$ cat src/rtl/crosshair_pkg.sv
// Shared constants, FSM state type and coordinate step helper for the
// crosshair position controller.
package crosshair_pkg;

  localparam int H_ACTIVE_DEF = 640;
  localparam int V_ACTIVE_DEF = 480;
  localparam int MARGIN_DEF   = 18;
  localparam int COORD_W      = 10;
  // One extra bit so that a step below zero or past the top stays representable.
  localparam int CALC_W       = COORD_W + 1;

  // Per-button auto-repeat state.
  typedef enum logic [1:0] {
    IDLE   = 2'd0,
    HOLD   = 2'd1,
    REPEAT = 2'd2
  } btn_state_t;

  // Move one coordinate by (step_m1 + 1) towards lo (dir_dec=1) or hi.
  // An out-of-range result either saturates at the limit it crossed or
  // wraps to the opposite limit.
  function automatic logic [COORD_W-1:0] step_coord(
    input logic [COORD_W-1:0] cur,
    input logic [3:0]         step_m1,
    input logic               dir_dec,
    input logic [COORD_W-1:0] lo,
    input logic [COORD_W-1:0] hi,
    input logic               wrap
  );
    logic signed [CALC_W-1:0] cur_v;
    logic signed [CALC_W-1:0] step_v;
    logic signed [CALC_W-1:0] sum_v;
    logic signed [CALC_W-1:0] lo_v;
    logic signed [CALC_W-1:0] hi_v;
    logic [COORD_W-1:0]       res;
    cur_v  = $signed({1'b0, cur});
    lo_v   = $signed({1'b0, lo});
    hi_v   = $signed({1'b0, hi});
    step_v = $signed({{(CALC_W-4){1'b0}}, step_m1}) + 11'sd1;
    if (dir_dec) begin
      sum_v = cur_v - step_v;
    end else begin
      sum_v = cur_v + step_v;
    end
    if (sum_v > hi_v) begin
      res = wrap ? lo : hi;
    end else if (sum_v < lo_v) begin
      res = wrap ? hi : lo;
    end else begin
      res = sum_v[COORD_W-1:0];
    end
    return res;
  endfunction

endpackage

$ cat src/rtl/crosshair_pos_ctrl_btn_debounce.sv
// Button conditioner: two-flop synchroniser followed by a stability counter.
// The debounced level follows the synchronised input only after it has
// disagreed for DEBOUNCE_CYCLES consecutive cycles; any bounce restarts the
// count. rise pulses for one cycle together with a 0->1 change of dout.
module btn_debounce #(
  parameter int DEBOUNCE_CYCLES = 250000
) (
  input  logic clk,
  input  logic rst_n,
  input  logic din,
  output logic dout,
  output logic rise
);

  localparam int CNT_W = (DEBOUNCE_CYCLES > 1) ? $clog2(DEBOUNCE_CYCLES) : 1;
  localparam logic [CNT_W-1:0] CNT_LAST = CNT_W'(DEBOUNCE_CYCLES - 1);

  logic             sync1_r;
  logic             sync2_r;
  logic [CNT_W-1:0] cnt_r;
  logic             dout_r;
  logic             rise_r;
  logic             differ_s;
  logic             accept_s;

  // Bring the raw button into the clock domain.
  always_ff @(posedge clk or negedge rst_n) begin
    if (!rst_n) begin
      sync1_r <= 1'b0;
      sync2_r <= 1'b0;
    end else begin
      sync1_r <= din;
      sync2_r <= sync1_r;
    end
  end

  // Decide whether this cycle completes a full stable interval.
  always_comb begin
    differ_s = sync2_r ^ dout_r;
    if (differ_s && (cnt_r == CNT_LAST)) begin
      accept_s = 1'b1;
    end else begin
      accept_s = 1'b0;
    end
  end

  // Stability counter, debounced level and rising-edge pulse.
  always_ff @(posedge clk or negedge rst_n) begin
    if (!rst_n) begin
      cnt_r  <= {CNT_W{1'b0}};
      dout_r <= 1'b0;
      rise_r <= 1'b0;
    end else if (accept_s) begin
      cnt_r  <= {CNT_W{1'b0}};
      dout_r <= sync2_r;
      rise_r <= sync2_r;
    end else if (differ_s) begin
      cnt_r  <= cnt_r + CNT_W'(1'b1);
      rise_r <= 1'b0;
    end else begin
      cnt_r  <= {CNT_W{1'b0}};
      rise_r <= 1'b0;
    end
  end

  assign dout = dout_r;
  assign rise = rise_r;

endmodule

$ cat src/rtl/crosshair_pos_ctrl.sv
// Crosshair position controller (pixel-clock domain).
// Debounced buttons request increment/decrement/recentre; requests are held
// pending and committed only on the vsync rising edge, so the overlay never
// moves mid-frame. Holding a direction button auto-repeats once per frame
// after REPEAT_FRAMES frames.
// Build option: define CROSSHAIR_WRAP_EN to make out-of-range moves wrap to
// the opposite limit instead of saturating.
module crosshair_pos_ctrl
  import crosshair_pkg::*;
#(
  parameter int H_ACTIVE        = H_ACTIVE_DEF,
  parameter int V_ACTIVE        = V_ACTIVE_DEF,
  parameter int MARGIN          = MARGIN_DEF,
  parameter int X_INIT          = 300,
  parameter int Y_INIT          = 240,
  parameter int DEBOUNCE_CYCLES = 250000,
  parameter int REPEAT_FRAMES   = 30
) (
  input  logic               clk,
  input  logic               rst_n,
  input  logic               vsync,
  input  logic [2:0]         btn,
  input  logic [7:0]         sw,
  output logic [COORD_W-1:0] cursor_x,
  output logic [COORD_W-1:0] cursor_y,
  output logic               moved
);

  localparam int FC_W = $clog2(REPEAT_FRAMES + 1);

  localparam logic [COORD_W-1:0] LO_LIM = COORD_W'(MARGIN);
  localparam logic [COORD_W-1:0] X_HI   = COORD_W'(H_ACTIVE - 1 - MARGIN);
  localparam logic [COORD_W-1:0] Y_HI   = COORD_W'(V_ACTIVE - 1 - MARGIN);
  localparam logic [COORD_W-1:0] X_RST  = COORD_W'(X_INIT);
  localparam logic [COORD_W-1:0] Y_RST  = COORD_W'(Y_INIT);

`ifdef CROSSHAIR_WRAP_EN
  localparam logic WRAP_EN = 1'b1;
`else
  localparam logic WRAP_EN = 1'b0;
`endif

  logic               vsync_q_r;
  logic               frame_tick_s;
  logic [2:0]         db_level_s;
  logic [2:0]         db_rise_s;
  btn_state_t         state_r     [2];
  logic [FC_W-1:0]    frame_cnt_r [2];
  logic [1:0]         repeat_fire_s;
  logic               pend_inc_r;
  logic               pend_dec_r;
  logic               pend_ctr_r;
  logic               req_inc_s;
  logic               req_dec_s;
  logic               req_ctr_s;
  logic [COORD_W-1:0] cursor_x_r;
  logic [COORD_W-1:0] cursor_y_r;
  logic               moved_r;
  logic [COORD_W-1:0] axis_cur_s;
  logic [COORD_W-1:0] axis_hi_s;
  logic [COORD_W-1:0] axis_new_s;
  logic [COORD_W-1:0] next_x_s;
  logic [COORD_W-1:0] next_y_s;
  logic               changed_s;
  logic               sw_unused_s;

  assign sw_unused_s = ^{sw[3:1], db_level_s[2]};

  // One conditioner per button: [0]=inc, [1]=dec, [2]=recentre.
  for (genvar i = 0; i < 3; i++) begin : g_db
    btn_debounce #(
      .DEBOUNCE_CYCLES(DEBOUNCE_CYCLES)
    ) u_db (
      .clk  (clk),
      .rst_n(rst_n),
      .din  (btn[i]),
      .dout (db_level_s[i]),
      .rise (db_rise_s[i])
    );
  end

  // Registered vsync; resets high so the first cycle after reset is no edge.
  always_ff @(posedge clk or negedge rst_n) begin
    if (!rst_n) begin
      vsync_q_r <= 1'b1;
    end else begin
      vsync_q_r <= vsync;
    end
  end

  // Frame boundary detect and per-button auto-repeat firing.
  always_comb begin
    frame_tick_s  = vsync & ~vsync_q_r;
    repeat_fire_s = 2'b00;
    for (int i = 0; i < 2; i++) begin
      if (frame_tick_s && (state_r[i] == REPEAT)) begin
        repeat_fire_s[i] = 1'b1;
      end else begin
        repeat_fire_s[i] = 1'b0;
      end
    end
  end

  // Auto-repeat FSM for the increment and decrement buttons.
  always_ff @(posedge clk or negedge rst_n) begin
    if (!rst_n) begin
      for (int i = 0; i < 2; i++) begin
        state_r[i]     <= IDLE;
        frame_cnt_r[i] <= {FC_W{1'b0}};
      end
    end else begin
      for (int i = 0; i < 2; i++) begin
        if (!db_level_s[i]) begin
          state_r[i]     <= IDLE;
          frame_cnt_r[i] <= {FC_W{1'b0}};
        end else begin
          case (state_r[i])
            IDLE: begin
              if (db_rise_s[i]) begin
                state_r[i]     <= HOLD;
                frame_cnt_r[i] <= {FC_W{1'b0}};
              end
            end
            HOLD: begin
              if (frame_tick_s) begin
                if ((int'(frame_cnt_r[i]) + 32'sd1) >= (REPEAT_FRAMES - 32'sd1)) begin
                  state_r[i] <= REPEAT;
                end else begin
                  frame_cnt_r[i] <= frame_cnt_r[i] + FC_W'(1'b1);
                end
              end
            end
            REPEAT: begin
              state_r[i] <= REPEAT;
            end
            default: begin
              state_r[i]     <= IDLE;
              frame_cnt_r[i] <= {FC_W{1'b0}};
            end
          endcase
        end
      end
    end
  end

  // Pending move flags: set by button edges, cleared at every commit.
  always_ff @(posedge clk or negedge rst_n) begin
    if (!rst_n) begin
      pend_inc_r <= 1'b0;
      pend_dec_r <= 1'b0;
      pend_ctr_r <= 1'b0;
    end else if (frame_tick_s) begin
      pend_inc_r <= 1'b0;
      pend_dec_r <= 1'b0;
      pend_ctr_r <= 1'b0;
    end else begin
      pend_inc_r <= pend_inc_r | db_rise_s[0];
      pend_dec_r <= pend_dec_r | db_rise_s[1];
      pend_ctr_r <= pend_ctr_r | db_rise_s[2];
    end
  end

  // Resolve the requests seen at a commit into the next coordinates.
  // Edges and repeats arriving in the commit cycle itself are included.
  always_comb begin
    req_inc_s  = pend_inc_r | db_rise_s[0] | repeat_fire_s[0];
    req_dec_s  = pend_dec_r | db_rise_s[1] | repeat_fire_s[1];
    req_ctr_s  = pend_ctr_r | db_rise_s[2];
    axis_cur_s = sw[0] ? cursor_y_r : cursor_x_r;
    axis_hi_s  = sw[0] ? Y_HI : X_HI;
    axis_new_s = step_coord(axis_cur_s, sw[7:4], req_dec_s, LO_LIM, axis_hi_s, WRAP_EN);
    next_x_s   = cursor_x_r;
    next_y_s   = cursor_y_r;
    if (req_ctr_s) begin
      next_x_s = X_RST;
      next_y_s = Y_RST;
    end else if (req_inc_s ^ req_dec_s) begin
      if (sw[0]) begin
        next_y_s = axis_new_s;
      end else begin
        next_x_s = axis_new_s;
      end
    end else begin
      next_x_s = cursor_x_r;
      next_y_s = cursor_y_r;
    end
    changed_s = (next_x_s != cursor_x_r) || (next_y_s != cursor_y_r);
  end

  // Committed position and change pulse, updated only at frame boundaries.
  always_ff @(posedge clk or negedge rst_n) begin
    if (!rst_n) begin
      cursor_x_r <= X_RST;
      cursor_y_r <= Y_RST;
      moved_r    <= 1'b0;
    end else if (frame_tick_s) begin
      cursor_x_r <= next_x_s;
      cursor_y_r <= next_y_s;
      moved_r    <= changed_s;
    end else begin
      moved_r    <= 1'b0;
    end
  end

  assign cursor_x = cursor_x_r;
  assign cursor_y = cursor_y_r;
  assign moved    = moved_r;

endmodule

$ cat config.mk
export PLATFORM = sky130hd
export DESIGN_NAME = crosshair_pos_ctrl
export DESIGN_NICKNAME = d
export VERILOG_FILES = /design/src/rtl/crosshair_pkg.sv /design/src/rtl/crosshair_pos_ctrl_btn_debounce.sv /design/src/rtl/crosshair_pos_ctrl.sv
export SDC_FILE = /design/constraint.sdc
export NUM_CORES = 1
export LEC_CHECK = 0
export BUFFER_PORTS_ARGS = -buffer_cell sky130_fd_sc_hd__buf_4
export CAP_MARGIN = 40
export CORE_AREA = 8 8 128 130
export DETAILED_ROUTE_END_ITERATION = 8
export DIE_AREA = 0 0 136 138
export GPL_ROUTABILITY_DRIVEN = 0
export SYNTH_ARGS = -nofsm -noshare
export SYNTH_HDL_FRONTEND = slang
export SYNTH_HIERARCHICAL = 1
export SYNTH_SLANG_ARGS = --single-unit
export TNS_END_PERCENT = 20
$ cat constraint.sdc
create_clock -name clk -period 10.03 [get_ports clk]
set_input_delay 1.003 -clock clk [delete_from_list [all_inputs] [get_ports clk]]
set_output_delay 1.003 -clock clk [all_outputs]
set_load 0.005 [all_outputs]
=== Word-level counts from Yosys, hierarchy flattened ===
Index checks and enable logic that the tools add are counted.

* Register bits after elaboration: 105
* Input bits: 14
* Output and inout port bits: 21
* Logic and storage cells: 131

* $add $sub $neg: 10
* Order comparisons: 4
* Equality and inequality tests: 19
* Muxes and demuxes: 49
* Bitwise operators: 11
* Reduce and logical (&&, ||, !) cells: 12

{| class="wikitable"
|+ Operators by type and width
! operator !! count
|-
| $mux W18 || 6
|-
| $mux W10 || 10
|-
| $add A18 B1 Y18 const B || 3
|-
| $eq A18 B18 Y1 const B || 3
|-
| $mux W5 || 8
|-
| $pmux W5 S3 || 2
|-
| $ne A3 B3 Y1 const B || 8
|-
| $ne A10 B10 Y1 || 2
|-
| $mux W2 || 8
|-
| $add A5 B1 Y6 const B || 2
|-
| $ge A6 B5 Y1 const B || 2
|-
| $mux W1 || 12
|-
| $pmux W2 S3 || 2
|-
| $add A10 B5 Y11 || 1
|-
| $gt A11 B11 Y1 || 1
|-
| $lt A11 B6 Y1 const B || 1
|-
| $mux W11 || 1
|-
| $sub A10 B5 Y11 || 1
|-
| $add A5 B1 Y5 const B || 2
|-
| $reduce_and A4 Y1 || 2
|-
| $reduce_and A3 Y1 || 2
|-
| $add A4 B1 Y5 const B || 1
|-
| $logic_and A1 B1 Y1 || 5
|-
| $or A1 B1 Y1 || 5
|-
| 8 further kinds || 15
|}

=== Depth between registers and ports, before layout ===
Gate-level depths: netlist of run 1.

* Word-level depth: 15
* Depth in mapped cells: 25
* Gate-level depth less buffers: 22

=== Cells and area by module ===
Netlist of run 1, hierarchy kept.

{| class="wikitable"
|+ Modules (own cells, without submodules)
! module !! instances !! cells each !! area an instance (µm²) !! seq. area each (µm²)
|-
| crosshair_pos_ctrl || 1 || 450 || 3,572.2 || 987.2
|-
| btn_debounce || 3 || 103 || 1,061.0 || 550.5
|}

=== Worst setup path after synthesis of run 1 ===
Ideal clock, no wire load.

* Kind: input to register
* Start point: input sw[0]
* End point: register moved_r, in the netlist moved
* Library setup time: 0.132 ns
* Arrival time: 5.544 ns
* Required time: 9.898 ns
* Path slack: 4.354 ns
* Stages: 22
* Buffers on the path: 3
* Cell sequence: clkbuf_1 -> buf_1 -> mux2i_1 -> ha_1 -> inv_1 -> fa_1 -> a211oi_2 -> or2_1 -> o2bb2ai_1 -> xor2_1 -> inv_1 -> ha_1 -> a21o_1 -> a21oi_1 -> o311a_1 -> or4_1 -> buf_4 -> a21oi_1 -> a211o_1 -> or4_1 -> a2111oi_2 -> o22ai_1

* Longest elaborated chain between the ends: 12
* Elaborated cells on any way between the ends: 19
* Classes of those cells: add/sub (2); order compare (2); eq/ne (2); mux (12); reduce/logical (1)

{| class="wikitable"
|+ RTL lines
! item !! RTL line !! text
|-
| start, declared || crosshair_pos_ctrl.sv:23 || <nowiki>input logic [7:0] sw,</nowiki>
|-
| $mux W10 || crosshair_pos_ctrl.sv:169 || <nowiki>axis_cur_s = sw[0] ? cursor_y_r : cursor_x_r;</nowiki>
|-
| $add A10 B5 Y11 / $sub A10 B5 Y11 (equally long branches) || crosshair_pkg.sv:43, crosshair_pkg.sv:41 ||
|-
| $mux W11 || crosshair_pkg.sv:40 || <nowiki>if (dir_dec) begin</nowiki>
|-
| $lt A11 B6 Y1 || crosshair_pkg.sv:47 || <nowiki>end else if (sum_v < lo_v) begin</nowiki>
|-
| $mux W10 || crosshair_pkg.sv:47 ||
|-
| $mux W10 || crosshair_pkg.sv:45 || <nowiki>if (sum_v > hi_v) begin</nowiki>
|-
| $mux W10 || crosshair_pos_ctrl.sv:178 || <nowiki>if (sw[0]) begin</nowiki>
|-
| $mux W10 || crosshair_pos_ctrl.sv:177 || <nowiki>end else if (req_inc_s ^ req_dec_s) begin</nowiki>
|-
| $mux W10 || crosshair_pos_ctrl.sv:174 || <nowiki>if (req_ctr_s) begin</nowiki>
|-
| $ne A10 B10 Y1 || crosshair_pos_ctrl.sv:187 || <nowiki>changed_s = (next_x_s != cursor_x_r) || (next_y_s != cursor_y_r);</nowiki>
|-
| $logic_or A1 B1 Y1 (*) || crosshair_pos_ctrl.sv:187 ||
|-
| $mux W1 (*) || crosshair_pos_ctrl.sv:196 || <nowiki>end else if (frame_tick_s) begin</nowiki>
|-
| end signal, assigned || crosshair_pos_ctrl.sv:199 || <nowiki>moved_r <= changed_s;</nowiki>
|-
| end, declared || crosshair_pos_ctrl.sv:58 || <nowiki>logic moved_r;</nowiki>
|}

Every way passes the cells marked *; elsewhere a longest branch is shown, timed or not.
A chain may end at the register's enable or synchronous reset.

=== Worst setup path in the final report of run 1 ===
* Start point: input sw[4]
* End point: register moved_r, in the netlist moved

* Longest elaborated chain between the ends: 12
* Elaborated cells on any way between the ends: 18
* Classes of those cells: add/sub (3); order compare (2); eq/ne (2); mux (10); reduce/logical (1)

{| class="wikitable"
|+ RTL lines
! item !! RTL line !! text
|-
| $add A4 B1 Y5 (*) || crosshair_pkg.sv:39 || <nowiki>step_v = $signed({{(CALC_W-4){1'b0}}, step_m1}) + 11'sd1;</nowiki>
|-
| $add A10 B5 Y11 / $sub A10 B5 Y11 (equally long branches) || crosshair_pkg.sv:43, crosshair_pkg.sv:41 ||
|-
| $mux W11 (*) || crosshair_pkg.sv:40 ||
|-
| $lt A11 B6 Y1 || crosshair_pkg.sv:47 ||
|-
| $mux W10 || crosshair_pkg.sv:47 ||
|-
| $mux W10 (*) || crosshair_pkg.sv:45 ||
|-
| $mux W10 || crosshair_pos_ctrl.sv:178 ||
|-
| $mux W10 || crosshair_pos_ctrl.sv:177 ||
|-
| $mux W10 || crosshair_pos_ctrl.sv:174 ||
|-
| $ne A10 B10 Y1 || crosshair_pos_ctrl.sv:187 ||
|-
| $logic_or A1 B1 Y1 (*) || crosshair_pos_ctrl.sv:187 ||
|-
| $mux W1 (*) || crosshair_pos_ctrl.sv:196 ||
|}

Marks and branches as above.

==> reports/results.ini, run 1 <==
[timing]
hold_violations=0
setup_viol=0
worstMarginPinSlew_ns=0.7379
rsz0062_at_grt=no
drv_slew=0
period_share=0.6268
hold-worst-slack_ns=0.3496
fin_tns_setup_ns=0
relSlewSlack=0.5043
finalClockSkew_ns=0.008183
post-route-min-period_ns=6.287
max_freq_mhz=159.1

[setup_path]
path_max_fanout=18
critPathKind=primary input to flop
cp.required_ns=10.25
cpPeakStageDelay_ns=0.57
critical_path.most_common_cell=ha_1
worst_ep_arrival_time_ns=6.51
cp-end-kind=flop
path_buf_inv=2
crit_chain=buf_4 > ha_1 > nand2_1 > nor2_1 > nor2_1 > o31ai_1 > ha_1 > o21a_1 > o21a_1 > o2bb2ai_1 > xor2_1 > inv_1 > ha_1 > a21o_1 > a21oi_1 > o311a_1 > or4_1 > a21oi_1 > a211o_1 > or4_1 > a2111oi_2 > o22ai_1
crit_path_start_kind=primary input
crit_family=compound AO/OA/AOI/OAI gates
r2r_cells=22
rr_startpoint=state_r[0]
critical_path.slowest_cell=or4_1
rr_endpoint=moved
r2r_slack_ns=4.03

[clock_network]
cts_root_buf=clkbuf_16
cts_tree=done
clkLatencyLatePin_ns=0.36
post_cts_resize_count=0
cts_buffer_depth=2
htreeDepth=3
numCtsBuffers=9
postCtsSetupBuffers=0
hold_buffers=0
clk_pin_slew_worst_paths_ns=0.07
cts_num_sinks=105

[global_routing]
antenna_found_initial=0
grt_max_degree=48
grt_pass1_vias=5413
grt-ovfl-total=0
grt_first_pass_wirelength_mm=27.34
track_usage=0.1752

[routing]
via_count=5813
totalWireLength_mm=16.50
first_pass_iters=7
post_drt_wl_per_cell_um=16.94
routed_via_density=5.968
drc=0
ant_nets=0
drt_iter0_drc=406

[cells_and_area]
drive_above_1_share=0.1152
fill_cells=1308
antenna_cells=0
multi_input_area_mm2=0.003861
areaGrowthSynthToFinish_pct=10.56
fin_nets=830
fin_util=0.5218
seq_area_mm2=0.002639

[synthesis]
seq_area_frac_synth=0.3906
synth-edff-count=0
synthFlopType=dfrtp_1
ys_async_sr_fraction=1.000
syn_area_mm2=0.006755
syn_inst=759
synth_fp_nets=804
ys_warn_count=6
synth.most_common_cell=dfrtp_1
synth_top_area_cell=dfrtp_1
yosysUniqueCellTypes=77
synth_top_area_frac=0.3556
ys_ff_latch=105
yosys-top-cells-count=dfrtp_1, nor2_1, nand2_1, o21ai_0, inv_1
yosys-top-cells-area=dfrtp_1, ha_1, xnor2_1, nor2_1, o21ai_0
synth_area_per_cell_um2=8.900

[power]
ir_drop_mv=0.07552
p_leak_nw=3.143
power_per_cell_area_mw_per_mm2=163.4

[die]
die_w_um=136
start_util=0.4719
die_h_um=138
core_mm2=0.01431
floorplan.rows=44
ios=35
die_area_mm2=0.01877

[hold_path]
hold-path-cell-count=0
hold_class=flop to flop
min-delay-start=g_db[2].u_db/sync1_r
whs_endpoint=g_db[2].u_db/sync2_r

[job]
cap_violations=0

[placement]
dp_hpwl_mm=11.97
numPortBuffers=31

[run_status]
status=finished clean

routing by layer:
metal | global-route usage | share of wire
met5 | 0 | 0
met4 | 0.06651 | 0.021
met3 | 0.03116 | 0.054
met2 | 0.2794 | 0.47
met1 | 0.2305 | 0.45
power breakdown:
part,switching [mW],internal [mW],leakage [nW]
Combinational,0.233,0.154,1.60
Clock,0.165,0.185,0.140
Sequential,0.0343,0.448,1.41
Total,0.433,0.787,3.14
final cells by class:
class,instances,share of cell area
repair buffers,37,0.03987
multi-input cells,592,0.5170
well taps,184,0.03083
clock inverters,4,0.004523
flip-flops and latches,105,0.3533
clock buffers,12,0.03434
inverters,40,0.02010
worst max path at each step:
stage,start,cells after the start,to,slack [ns]
6_report,sw[4],22,moved,3.74
5_1_grt,sw[4],22,moved,3.49
4_1_cts,sw[4],22,moved,3.91
3_5_place_dp,sw[4],22,moved,3.55
3_3_place_gp,sw[4],22,moved,3.64
2_1_floorplan,sw[0],22,moved,4.35
per-stage QoR:
stage                     instances  cell area (um2)  setup WS (ns)  power [mW]
after floorplan                 759             6755          4.354      0.7476
after global placement          955             7136          3.635      0.8624
after detailed placement        958             7178          3.554      0.8687
after CTS                       974             7468          3.910       1.224
after global routing            974             7468          3.490       1.281
final                           974             7468          3.743       1.220
sequential cells by signal, indices dropped and copies added (netlist names), 3 cells and up:
signal and count:
g_db.u_db/sync2_r 3, cursor_x 10, frame_cnt_r 10, g_db.u_db/rise 3, g_db.u_db/dout 3, g_db.u_db/sync1_r 3
state_r 4, g_db.u_db/cnt_r 54, cursor_y 10
kinds of logic after synthesis:
kind of cell / count (synthesis) / share of synthesized area
AO/OA/AOI/OAI: 168 / 0.1689
XOR/XNOR: 56 / 0.07261
adder cells (fa/ha/maj): 32 / 0.06001
buffers and inverters: 62 / 0.03778
flip-flops: 105 / 0.3906
multiplexers: 16 / 0.02538
AND/OR/NAND/NOR: 320 / 0.2447
placed cells by master (no fill, tap or decap), types with 7 or more instances in the layout:
master | netlist | final
buf_4 | 1 | 36
nand4_1 | 25 | 25
o31ai_1 | 7 | 7
clkbuf_16 | 0 | 9
and3_1 | 8 | 8
mux2i_1 | 7 | 7
and2_1 | 7 | 7
a21o_1 | 9 | 9
dfstp_2 | 9 | 9
mux2_2 | 9 | 9
nor2b_1 | 15 | 15
nor3_1 | 21 | 21
nand2_1 | 61 | 61
xor2_1 | 19 | 19
ha_1 | 30 | 30
nand3_1 | 39 | 39
nor2_1 | 82 | 82
a21oi_1 | 20 | 20
dfrtp_1 | 96 | 96
xnor2_1 | 37 | 37
inv_1 | 40 | 40
nor4_1 | 18 | 18
o21ai_0 | 49 | 49
No activity file was read; power rests on OpenSTA's default activity.
==> inputs of run 2 (changes only) <==
--- a/config.mk
+++ b/config.mk
@@ -5,12 +5,14 @@
 export SDC_FILE = /design/constraint.sdc
 export NUM_CORES = 1
 export LEC_CHECK = 0
+export ABC_AREA = 1
 export BUFFER_PORTS_ARGS = -buffer_cell sky130_fd_sc_hd__buf_4
 export CAP_MARGIN = 40
-export CORE_AREA = 8 8 128 130
+export CORE_AREA = 8 8 131 133
 export DETAILED_ROUTE_END_ITERATION = 8
-export DIE_AREA = 0 0 136 138
+export DIE_AREA = 0 0 139 141
 export GPL_ROUTABILITY_DRIVEN = 0
+export PLACE_DENSITY = 0.67
 export SYNTH_ARGS = -nofsm -noshare
 export SYNTH_HDL_FRONTEND = slang
 export SYNTH_HIERARCHICAL = 1
==> constraint.sdc (replaced) <==
create_clock -name clk -period 5.2 [get_ports clk]
set_input_delay 0.52 -clock clk [delete_from_list [all_inputs] [get_ports clk]]
set_output_delay 0.52 -clock clk [all_outputs]
set_load 0.005 [all_outputs]
==> run 2 against run 1 <==
- total power up 84%
- first-iteration DRC count fell by 16%
- wire length shrank 6.4%
- largest cell class unchanged
- sequential cell count stayed put
- register-to-register slack worse by 3.4 ns
==> reports/results.ini, run 2 <==
[die]
core_mm2=0.01498  ; +4.6%
die_area_mm2=0.01960  ; +4.4%
die_w_um=139  ; +2.2%
floorplan.rows=45  ; +2.3%
ios=35  ; unchanged
start_util=0.4740  ; +0.002078
die_h_um=141  ; +2.2%

[power]
ir_drop_mv=0.1744  ; +130%
p_int_mw=1.463  ; +86%
switching_power_mw=0.7772  ; +79%
p_leak_nw=3.798  ; +21%
pwr-share-clk=0.300  ; +0.013
power_per_cell_area_mw_per_mm2=286.1  ; +75%
combPwrFrac=0.287  ; -0.030
sequentialPowerShare=0.413  ; +0.017
switching_share=0.3470  ; -0.008082

[setup_path]
cp.required_ns=5.44  ; -4.81 ns
cpPeakStageDelay_ns=0.41  ; -0.16 ns
worst_ep_arrival_time_ns=4.79  ; -1.72 ns
crit_path_start_kind=flop
path_max_fanout=11  ; -7
crit_family=simple AND/OR/NAND/NOR gates
path_buf_inv=3  ; +1
critPathKind=flop to flop
critical_path.most_common_cell=nand2_1
critical_path.slowest_cell=dfrtp_1
cp-end-kind=flop

[synthesis]
yosys-top-cells-area=dfrtp_1, nand2_1, nor2_1, inv_1, nand3_1
yosysUniqueCellTypes=41  ; -47%
ys_async_sr_fraction=1.000  ; unchanged
synth-edff-count=0  ; unchanged
yosys-top-cells-count=nand2_1, nor2_1, inv_1, dfrtp_1, nand3_1
seq_area_frac_synth=0.3717  ; -0.01893
synthFlopType=dfrtp_1
synth_top_area_frac=0.3384  ; -0.01724
synth_area_per_cell_um2=7.128  ; -20%
ys_ff_latch=105  ; unchanged
syn_area_mm2=0.007099  ; +5.1%
synth.most_common_cell=nand2_1
ys_warn_count=6  ; unchanged
syn_inst=996  ; +31%
synth_fp_nets=1041  ; +29%
synth_top_area_cell=dfrtp_1

[cells_and_area]
fin_util=0.5227  ; +0.0009570
fin_nets=1076  ; +30%
fill_cells=1432  ; +9.5%
final_common_cell=nand2_1
largest_register_ffs=54  ; unchanged
final_cell_mix=nand2_1, nor2_1, inv_1
antenna_cells=0  ; unchanged
fin_area_mm2=0.007829  ; +4.8%
drive_above_1_share=0.1303  ; +0.01512
top_register=g_db.u_db/cnt_r
areaGrowthSynthToFinish_pct=10.27

[routing]
ant_nets=0  ; unchanged
drc=0  ; unchanged
drt_iter0_drc=341  ; -16%
via_count=6123  ; +5.3%
first_pass_iters=7  ; unchanged
post_drt_wl_per_cell_um=12.62  ; -26%
routed_via_density=5.002  ; -16%
totalWireLength_mm=15.45  ; -6.4%

[run_status]
status=finished clean

[timing]
relSlewSlack=0.5094  ; +0.005107
fin_tns_setup_ns=0  ; unchanged
drv_slew=0  ; unchanged
post-route-min-period_ns=4.552
period_share=0.8753
rsz0062_at_grt=no
fin_ws_ns=0.6483  ; -3.095 ns
max_freq_mhz=219.7
finalClockSkew_ns=0.007417  ; -0.0007661 ns
setup_viol=0  ; unchanged
worstMarginPinSlew_ns=0.7359  ; -0.001983 ns
hold_violations=0  ; unchanged

[placement]
dpl_cell_area_mm2=0.007540  ; +5.0%
pre_cts_slack_ns=0.4725  ; -3.082 ns
dp_hpwl_mm=11.50  ; -3.9%
numPortBuffers=31  ; unchanged

[clock_network]
htreeDepth=3  ; unchanged
numCtsBuffers=9  ; unchanged
postCtsSetupBuffers=0  ; unchanged
clkLatencyLatePin_ns=0.36  ; about the same
cts_num_sinks=105  ; unchanged
clk_pin_slew_worst_paths_ns=0.07  ; about the same
cts_tree=done
hold_buffers=0  ; unchanged
cts_root_buf=clkbuf_16
post_cts_resize_count=0  ; unchanged
cts_buffer_depth=2  ; unchanged

[global_routing]
grt-ovfl-total=0  ; unchanged
grt_first_pass_wirelength_mm=27.21  ; -0.48%
grt_max_degree=61  ; +27%
antenna_found_initial=0  ; unchanged
track_usage=0.1663  ; -0.008928
grt_pass1_vias=6042  ; +12%

[job]
cap_violations=0  ; unchanged

[hold_path]
hold_class=primary input to asynchronous set/reset pin

## run 2: changes by cell type after synthesis, moves of 12 or more
cell / change
nor3_1: -16
nand2_1: +203
a21oi_1: +12
nor2_2: +17
nor4_1: -18
xnor2_1: -22
nand3_1: +43
nor2b_1: -15
inv_1: +86
nand2_2: +24
nor2_1: +55
## run 2: worst paths after layout
| kind | startpoint | end | slack (ns) | cells after the start |
|---|---|---|---|---|
| max | state_r[0] | moved | 0.65 | 32 |
| min | rst_n | g_db[1].u_db/cnt_r[15] | 0.22 | 1 |
| max reg2reg | state_r[0] | moved | 0.65 | 32 |
| min reg2reg | g_db[0].u_db/sync1_r | g_db[0].u_db/sync2_r | 0.35 | 0 |
| max in group asynchronous | rst_n | g_db[2].u_db/cnt_r[13] | 3.89 | 2 |
| min in group clk | btn[0] | g_db[0].u_db/sync1_r | 0.26 | 1 |
## run 2: cell type report
cell class / instances / area, um2 / area share
clock inverter: 5 / 46.29 / 0.005913
clock buffer: 11 / 242.7 / 0.03101
tap: 188 / 235.2 / 0.03005
inverter: 135 / 506.7 / 0.06473
multi-input combinational: 745 / 3896 / 0.4977
sequential: 105 / 2639 / 0.3371
timing repair buffer: 35 / 262.8 / 0.03356
## run 2: logic make-up (layout without fill, tap and decap cells)
kind of cell	after synthesis	in the layout	synth area share
adders and majority gates	31	31	0.05569
DFF	105	105	0.3717
xor gates and xnor gates	39	39	0.04917
and+or+nand+nor	577	577	0.3666
buffers and inverters	146	186	0.07948
AOI/OAI and AO/OA	98	98	0.07737
## run 2: power groups by stage
stage	clock (mW)	sequential, mW	combinational, mW
floorplan	0	0.930	0.454
global placement	0	0.940	0.633
detailed placement	0	0.940	0.645
CTS	0.700	0.924	0.648
global route	0.729	0.932	0.739
finish	0.672	0.925	0.642
## run 2: per-stage QoR
| stage | hold slack (ns) | total power [mW] | cells |
|---|---|---|---|
| 6_report | 0.2185 | 2.240 | 1224 |
| 5_1_grt | 0.2465 | 2.400 | 1224 |
| 2_1_floorplan | 0.2244 | 1.383 | 996 |
| 4_1_cts | 0.2423 | 2.273 | 1224 |
| 3_5_place_dp | 0.3363 | 1.585 | 1208 |
| 3_3_place_gp | 0.3325 | 1.573 | 1208 |
## run 2: layer usage
layer  wire [um]  GRT usage  part of all wire
met1        7358     0.2041              0.48
met2        7175     0.2804              0.46
met3         576    0.03511             0.037
met4         340    0.06759             0.022
met5           0          0                 0
==> inputs of run 3 (changes only) <==
--- a/config.mk
+++ b/config.mk
@@ -6,13 +6,13 @@
 export NUM_CORES = 1
 export LEC_CHECK = 0
 export ABC_AREA = 1
-export BUFFER_PORTS_ARGS = -buffer_cell sky130_fd_sc_hd__buf_4
+export BUFFER_PORTS_ARGS = -buffer_cell sky130_fd_sc_hd__buf_2
 export CAP_MARGIN = 40
-export CORE_AREA = 8 8 131 133
+export CORE_AREA = 8 8 122 124
 export DETAILED_ROUTE_END_ITERATION = 8
-export DIE_AREA = 0 0 139 141
+export DIE_AREA = 0 0 130 132
 export GPL_ROUTABILITY_DRIVEN = 0
-export PLACE_DENSITY = 0.67
+export PLACE_DENSITY = 0.76
 export SYNTH_ARGS = -nofsm -noshare
 export SYNTH_HDL_FRONTEND = slang
 export SYNTH_HIERARCHICAL = 1
==> run 3 against run 2 <==
- clock skew increased by 0.0023 ns
- first-iteration DRC count increased by 23%
- count of clock-buffer cells in the layout unchanged
- core utilization increased by 7.2 points
- hold slack got worse by 0.014 ns
- total power decreased by 2.1%
- largest power group unchanged
==> reports/results.ini, run 3 (synthesis gave the netlist of run 2 again) <==
[routing]
drt_iter0_drc=421  ; +23%
drc=0  ; unchanged
via_count=6204  ; +1.3%
routed_via_density=5.119  ; +2.3%
ant_nets=0  ; unchanged
first_pass_iters=6  ; -1
post_drt_wl_per_cell_um=12.27  ; -2.8%
totalWireLength_mm=14.87  ; -3.8%

[job]
cap_violations=0  ; unchanged

[timing]
rsz0062_at_grt=no
post-route-min-period_ns=4.533  ; -0.01910 ns
period_share=0.8717  ; -0.003673
relSlewSlack=0.5311  ; +0.02168
fin_tns_setup_ns=0  ; unchanged
drv_slew=0  ; unchanged
finalClockSkew_ns=0.009716  ; +0.002299 ns
worstMarginPinSlew_ns=0.7034  ; -0.03252 ns
fin_ws_ns=0.6674  ; +0.01910 ns
max_freq_mhz=220.6  ; +0.42%
hold_violations=0  ; unchanged
setup_viol=0  ; unchanged

[die]
floorplan.rows=42  ; -6.7%
ios=35  ; unchanged
die_area_mm2=0.01716  ; -12%
start_util=0.5469  ; +0.07293
core_mm2=0.01298  ; -13%
die_w_um=130  ; -6.5%
die_h_um=132  ; -6.4%

[clock_network]
clk_pin_slew_worst_paths_ns=0.07  ; about the same
cts_num_sinks=105  ; unchanged
cts_tree=done
hold_buffers=0  ; unchanged
htreeDepth=3  ; unchanged
postCtsSetupBuffers=0  ; unchanged
cts_root_buf=clkbuf_16
cts_buffer_depth=2  ; unchanged
clkLatencyLatePin_ns=0.36  ; about the same
post_cts_resize_count=0  ; unchanged
numCtsBuffers=9  ; unchanged

[power]
pwr-share-clk=0.292  ; -0.008
combPwrFrac=0.287  ; about the same
p_leak_nw=3.760  ; -1.0%
sequentialPowerShare=0.421  ; +0.008
switching_power_mw=0.7677  ; -1.2%
power_per_cell_area_mw_per_mm2=283.9  ; -0.80%
ir_drop_mv=0.2087  ; +20%
switching_share=0.3502  ; +0.003254
p_int_mw=1.424  ; -2.6%

[cells_and_area]
largest_register_ffs=54  ; unchanged
final_cell_mix=nand2_1, nor2_1, inv_1
antenna_cells=0  ; unchanged
areaGrowthSynthToFinish_pct=8.777
fill_cells=1227  ; -14%
drive_above_1_share=0.1293  ; -0.0009653
top_register=g_db.u_db/cnt_r
fin_nets=1076  ; unchanged
final_common_cell=nand2_1

[run_status]
status=finished clean

[setup_path]
worst_ep_arrival_time_ns=4.76  ; -0.03 ns
crit_path_start_kind=flop
critical_path.most_common_cell=nand2_1
critPathKind=flop to flop
cp.required_ns=5.43  ; about the same
cpPeakStageDelay_ns=0.41  ; about the same
path_max_fanout=11  ; unchanged
cp-end-kind=flop
critical_path.slowest_cell=ha_1

[global_routing]
grt_first_pass_wirelength_mm=26.68  ; -2.0%
grt_max_degree=59  ; -3.3%
antenna_found_initial=0  ; unchanged
grt_pass1_vias=5770  ; -4.5%
track_usage=0.1895  ; +0.02322
grt-ovfl-total=0  ; unchanged

[placement]
numPortBuffers=31  ; unchanged
pre_cts_slack_ns=0.4185  ; -0.05400 ns
dp_hpwl_mm=11.11  ; -3.4%

[hold_path]
hold_class=primary input to asynchronous set/reset pin

## run 3: power by group through the flow
stage	Combinational, mW	Clock [mW]	Sequential [mW]
CTS	0.628	0.663	0.922
global placement	0.614	0	0.937
floorplan	0.454	0	0.930
finish	0.628	0.641	0.923
detailed placement	0.625	0	0.938
global route	0.728	0.698	0.931
## run 3: cell type report
cell class,instances,area (um2),area share
multi-input cells,745,3896,0.5045
clock buffers,11,232.7,0.03014
inverters,135,506.7,0.06562
repair buffers,35,187.7,0.02430
clock inverters,5,40.04,0.005185
well taps,176,220.2,0.02852
flip-flops and latches,105,2639,0.3417
## run 3: stage by stage
step | total power [mW] | hold slack, ns | cells | util | area [um2]
CTS | 2.214 | 0.2356 | 1212 | 0.5949 | 7722
finish | 2.192 | 0.2047 | 1212 | 0.5949 | 7722
global placement | 1.550 | 0.3331 | 1195 | 0.5734 | 7442
detailed placement | 1.563 | 0.3413 | 1196 | 0.5739 | 7450
global route | 2.357 | 0.2403 | 1212 | 0.5949 | 7722
floorplan | 1.383 | 0.2244 | 996 | - | 7099
## run 3: routing by layer
metal,vias up,global-route usage,share of wire
met2,132,0.2981,0.46
met1,2823,0.2514,0.47
met5,-,0,0
li1,3216,-,-
met3,33,0.04045,0.047
met4,0,0.06456,0.025
## run 3: path summary, 6_finish.rpt
kind,slack (ns),cells past startpoint,from,to
max reg2reg,0.67,34,state_r[0],moved
min in group clk,0.26,1,btn[2],g_db[2].u_db/sync1_r
min reg2reg,0.35,0,g_db[0].u_db/sync1_r,g_db[0].u_db/sync2_r
max in group asynchronous,3.91,2,rst_n,cursor_y[3]
min,0.20,1,rst_n,g_db[1].u_db/cnt_r[17]
max,0.67,34,state_r[0],moved
## run 3: worst max-delay path, delay by kind of cell (launching register included)
| kind | cells | cell delay (ns) |
|---|---|---|
| simple gates | 24 | 2.37 |
| flops | 1 | 0.40 |
| fa+ha+maj | 3 | 0.88 |
| xor+xnor | 1 | 0.14 |
| compound gates | 2 | 0.36 |
| buf+inv | 4 | 0.24 |
